**config.mk**
```make
export PLATFORM = sky130hd
export DESIGN_NAME = id_ex_stage
export DESIGN_NICKNAME = d
export VERILOG_FILES = /design/src/rtl/id_ex_stage.sv
export SDC_FILE = /design/constraint.sdc
export NUM_CORES = 1
export LEC_CHECK = 0
export ABC_CLOCK_PERIOD_IN_PS = 1600
export CORE_MARGIN = 5
export CORE_UTILIZATION = 37
export DETAILED_ROUTE_END_ITERATION = 16
export GPL_TIMING_DRIVEN = 1
export PLACE_DENSITY = 0.77
export SLEW_MARGIN = 20
export SYNTH_ARGS = -nofsm -noshare
export SYNTH_HDL_FRONTEND = slang
export SYNTH_SLANG_ARGS = --single-unit
export TNS_END_PERCENT = 20
```
**constraint.sdc**
```tcl
create_clock -name clk -period 1.6 [get_ports clk]
set_clock_uncertainty 0.05 [all_clocks]
set_input_delay 0.32 -clock clk [delete_from_list [all_inputs] [get_ports clk]]
set_output_delay 0.32 -clock clk [all_outputs]
set_load 0.01 [all_outputs]
```
**src/rtl/id_ex_stage.sv**
```systemverilog
// id_ex_stage: ID/EX pipeline register with load-use hazard detection, flush bubbles and MEM stall hold.
// Optional HAZARD_STATS_EN adds saturating load-use / flush bubble counters.
module id_ex_stage #(
  parameter int XLEN   = 32,
  parameter int CTRL_W = 10
) (
  input  logic              clk,
  input  logic              rst_n,
  input  logic              id_valid,
  input  logic [XLEN-1:0]   id_pc,
  input  logic [XLEN-1:0]   id_rs1_data,
  input  logic [XLEN-1:0]   id_rs2_data,
  input  logic [XLEN-1:0]   id_imm,
  input  logic [4:0]        id_rs1_addr,
  input  logic [4:0]        id_rs2_addr,
  input  logic              id_uses_rs1,
  input  logic              id_uses_rs2,
  input  logic [4:0]        id_rd_addr,
  input  logic [CTRL_W-1:0] id_ctrl,
  input  logic              mem_stall,
  input  logic              ex_flush,
  output logic              id_ex_r_valid,
  output logic [XLEN-1:0]   id_ex_r_pc,
  output logic [XLEN-1:0]   id_ex_r_rs1_data,
  output logic [XLEN-1:0]   id_ex_r_rs2_data,
  output logic [XLEN-1:0]   id_ex_r_imm,
  output logic [4:0]        id_ex_r_rs1_addr,
  output logic [4:0]        id_ex_r_rs2_addr,
  output logic [4:0]        id_ex_r_rd_addr,
  output logic [CTRL_W-1:0] id_ex_r_ctrl,
  output logic              id_ex_r_reg_write_en,
  output logic              stall_front
`ifdef HAZARD_STATS_EN
  ,
  output logic [31:0]       stat_load_use,
  output logic [31:0]       stat_flush
`endif
);

  logic load_use;
  logic bubble;

  assign load_use = id_ex_r_valid & id_ex_r_ctrl[1] & (id_ex_r_rd_addr != 5'd0) & id_valid &
                    ((id_uses_rs1 & (id_ex_r_rd_addr == id_rs1_addr)) |
                     (id_uses_rs2 & (id_ex_r_rd_addr == id_rs2_addr)));
  assign bubble               = ex_flush | load_use;
  assign stall_front          = mem_stall | (load_use & ~ex_flush);
  assign id_ex_r_reg_write_en = id_ex_r_ctrl[0] & id_ex_r_valid;

  // Pipeline register: reset, hold on MEM stall, bubble on flush/load-use, else capture ID.
  always_ff @(posedge clk) begin
    if (!rst_n || (!mem_stall && bubble)) begin
      id_ex_r_valid    <= 1'b0;
      id_ex_r_pc       <= '0;
      id_ex_r_rs1_data <= '0;
      id_ex_r_rs2_data <= '0;
      id_ex_r_imm      <= '0;
      id_ex_r_rs1_addr <= '0;
      id_ex_r_rs2_addr <= '0;
      id_ex_r_rd_addr  <= '0;
      id_ex_r_ctrl     <= '0;
    end else if (!mem_stall) begin
      id_ex_r_valid    <= id_valid;
      id_ex_r_pc       <= id_pc;
      id_ex_r_rs1_data <= id_rs1_data;
      id_ex_r_rs2_data <= id_rs2_data;
      id_ex_r_imm      <= id_imm;
      id_ex_r_rs1_addr <= id_rs1_addr;
      id_ex_r_rs2_addr <= id_rs2_addr;
      id_ex_r_rd_addr  <= id_rd_addr;
      id_ex_r_ctrl     <= id_valid ? id_ctrl : '0;
    end
  end

`ifdef HAZARD_STATS_EN
  // Saturating bubble counters; flush takes precedence so a simultaneous hazard counts as a flush.
  always_ff @(posedge clk) begin
    if (!rst_n) begin
      stat_load_use <= '0;
      stat_flush    <= '0;
    end else if (!mem_stall) begin
      if (ex_flush && stat_flush != 32'hFFFF_FFFF) stat_flush <= stat_flush + 32'd1;
      if (!ex_flush && load_use && stat_load_use != 32'hFFFF_FFFF) stat_load_use <= stat_load_use + 32'd1;
    end
  end
`endif

endmodule

```
==> run_results.csv <==
group,metric,value,unit
run_status,status,"finished with violations",
run_status,violations,"setup timing",
pwr,p_sw_frac,0.2456,
routing,drt-vias-per-instance,4.890,
timing,tightest_slew,0.3936,ns
setup_path,arrival,1.85,ns
routing,ant_nets,0,
yosys,avgSynthCellArea,9.386,um^2
setup_path,r2r_start,"id_ex_r_rd_addr[0]$_SDFFE_PP0N_",
job,cap_violations,0,
clock_tree,numCtsBuffers,17,
die,rows,49,
die,die_w,144.0,um
global_routing,track_usage,0.2002,
place,portBuffers,315,
pwr,p_seq_frac,0.398,
clock_tree,clock-sinks,154,
clock_tree,clk_latency,0.41,ns
clock_tree,hold_buffers,0,
yosys,yosysTopAreaCell,"dfxtp_1",
timing,setup_viol,155,
setup_path,cp-start-kind,"flip-flop",
pwr,p_int,7.866,mW
yosys,ys_ff_latch,154,
timing,fin_crit_sh,1.390,
yosys,synthDistinctLibCells,22,
global_routing,antenna_found_initial,0,
setup_path,required,1.23,ns
clock_tree,htreeDepth,4,
pwr,clkPwrFrac,0.407,
clock_tree,cts_tree,"done",
yosys,yosys_warnings,0,
timing,hold_viol_final,0,
die,initial_core_util,0.3725,
setup_path,crit_type,"reg -> out",
yosys,synth_nets,868,
routing,finalWirelength,21890,um
die,die_y,144.0,um
pwr,vdd_drop_max,0.0007214,V
setup_path,r2r.worst_path.cells,8,
min_path,hold_class,"in -> reg",
layout,num-nets-final,1187,
global_routing,grt_max_degree,84,
routing,route.detailed.drc,0,
timing,slew_viol_final,0,
pwr,p_per_area,925.3,nW/um^2
global_routing,grt_remaining_overflow,0,
die,ios,316,
layout,stdcell_area,11270,um^2
layout,antennaDiodeCount,0,
setup_path,path_max_fanout,2,
pwr,p_leak,5.022,nW
yosys,netlist_area,6645,um^2
pwr,switching_power,2.561,mW
place,place_area,10610,um^2
clock_tree,root_buffer,"clkbuf_16",
pwr,p_comb_frac,0.195,
pwr,p_total,10.43,mW
global_routing,grt_pass1_vias,6188,
routing,num_vias,6201,
yosys,synthCells,708,
timing,fin_ws,-0.6243,ns
routing,drt_first_pass_iters,6,
timing,maxSlewHeadroom,0.7376,
timing,final.min_clock_period,2.224,ns
layout,syn2layout_area_growth,69.59,%
timing,whs,0.1706,ns
die,coreArea,17840,um^2
routing,drt-initial-drc-count,196,
setup_path,rrSetupSlack,-0.38,ns
yosys,synth_seq_area_share,0.4639,
setup_path,cp-end-kind,"output port",
layout,drive_above_1_share,0.3061,
timing,rsz0062_at_grt,"yes",
setup_path,reg2reg_to,"id_ex_r_rs2_data[22]$_SDFFE_PP0N_",
place,dp.final_hpwl,15780,um
place,preCtsSetupSlack,-0.9274,ns
global_routing,grt_pass1_wl,32780,um
routing,wl_per_cell,17.26,um
yosys,synthTopCellsByArea,"dfxtp_1, mux2_2, a21oi_1, nand2_1, clkbuf_1",
setup_path,crit_start,"id_ex_r_rd_addr[0]$_SDFFE_PP0N_",
timing,clock.fmax,0.4496,GHz
setup_path,cp-endpoint,"stall_front",
place,routabilityCongestion,0.7477,
clock_tree,clockBufferDepth,2,
clock_tree,clkTransAtPathRegs,0.06,ns
yosys,synth_top_area_frac,0.4639,
layout,n_fill_cell,1511,
timing,setup_tns,-50.52,ns
die,die_area,20740,um^2
## Yosys cell counts
master	count
inv_1	1
clkbuf_1	40
mux2_2	143
o22ai_1	1
or4_1	1
nor2_1	1
o2111ai_2	1
xnor2_1	10
a21oi_2	1
nand4_1	2
buf_1	6
nand2_1	155
a21o_1	1
nor2b_1	1
a22o_1	10
o21ai_0	1
and2_1	2
dfxtp_1	154
a21oi_1	154
buf_2	15
o221ai_1	1
buf_6	7
## layout make-up
| type | count | area (um^2) | area share |
|---|---|---|---|
| repair buffers | 368 | 3692 | 0.3276 |
| multi-input cells | 485 | 3580 | 0.3176 |
| flip-flops and latches | 154 | 3092 | 0.2743 |
| clock buffers | 21 | 450.4 | 0.03997 |
| well taps | 229 | 286.5 | 0.02542 |
| clock inverters | 10 | 165.2 | 0.01466 |
| inverters | 1 | 3.754 | 0.0003331 |
## flip-flops by register name (all words and copies together), names as in the netlist
register,cells
id_ex_r_rs1_data,32
id_ex_r_valid,1
id_ex_r_rs2_addr,5
id_ex_r_rs2_data,32
id_ex_r_rs1_addr,5
id_ex_r_rd_addr,5
id_ex_r_imm,32
id_ex_r_pc,32
id_ex_r_ctrl,10
## worst min path at each step
stage / from / end / slack, ns / depth (start not counted)
detailed placement: id_ex_r_pc[8]$_SDFFE_PP0N_ / id_ex_r_pc[8]$_SDFFE_PP0N_ / 0.56 / 3
CTS: rst_n / id_ex_r_imm[16]$_SDFFE_PP0N_ / 0.15 / 3
floorplan: id_ctrl[9] / id_ex_r_ctrl[9]$_SDFFE_PP0N_ / 0.54 / 3
finish: rst_n / id_ex_r_imm[20]$_SDFFE_PP0N_ / 0.17 / 3
global placement: id_ex_r_imm[8]$_SDFFE_PP0N_ / id_ex_r_imm[8]$_SDFFE_PP0N_ / 0.55 / 3
global route: rst_n / id_ex_r_imm[19]$_SDFFE_PP0N_ / 0.15 / 3
## cell usage in the layout (no fill, tap or decap), types with 2 or more instances in the layout
cell type	n
clkbuf_1	3
clkbuf_16	17
dfxtp_2	4
xnor2_1	6
nand4_1	2
clkdlybuf4s50_1	157
nand2_1	155
inv_6	2
xnor2_2	4
dlygate4sd2_1	149
buf_6	4
a21oi_2	74
and2_1	2
clkdlybuf4s15_1	2
dfxtp_1	149
clkbuf_2	2
bufinv_16	4
buf_12	27
mux2_2	143
buf_4	26
a22o_1	10
a21oi_1	80
## layer usage
| layer | track usage | wire (um) | part of all wire |
|---|---|---|---|
| met5 | 0 | 0 | 0 |
| met4 | 0.05847 | 391 | 0.018 |
| met3 | 0.07374 | 1946 | 0.089 |
| met2 | 0.3442 | 10930 | 0.50 |
| met1 | 0.2338 | 8623 | 0.39 |
## critical path: stages (launching register included)
cell       delay (ns)
dfxtp_4          0.34
or4_4            0.54
o2111ai_4        0.21
nor2_1           0.06
a21o_1           0.17
buf_6            0.13
## kinds of logic after synthesis
group,after synthesis,share of synthesized area
XOR/XNOR,10,0.01318
AND/OR/NAND/NOR,162,0.09396
AO/OA/AOI/OAI,170,0.1369
flip-flops,154,0.4639
buffers and inverters,69,0.04971
multiplexers,143,0.2423
## repair_timing
item / 4_1_cts / 5_1_grt
buffers inserted: 0 / 3
pin swaps: 5 / 2
setup endpoints to repair: 310 / 160
gates resized for setup: 173 / 58
## power by group through the flow
stage	clock [mW]	combinational [mW]	sequential, mW
CTS	4.34	1.98	4.16
detailed placement	0	2.11	4.25
floorplan	0	0.813	4.35
global placement	0	2.09	4.23
global route	4.52	2.18	4.18
finish	4.24	2.03	4.15
## metrics by stage
| step | utilization | cells |
|---|---|---|
| after floorplan | - | 708 |
| after global placement | 0.5945 | 1234 |
| after detailed placement | 0.5945 | 1234 |
| after CTS | 0.6195 | 1265 |
| after global routing | 0.6317 | 1268 |
| final | 0.6317 | 1268 |
Power figures use the tool's default switching activity.
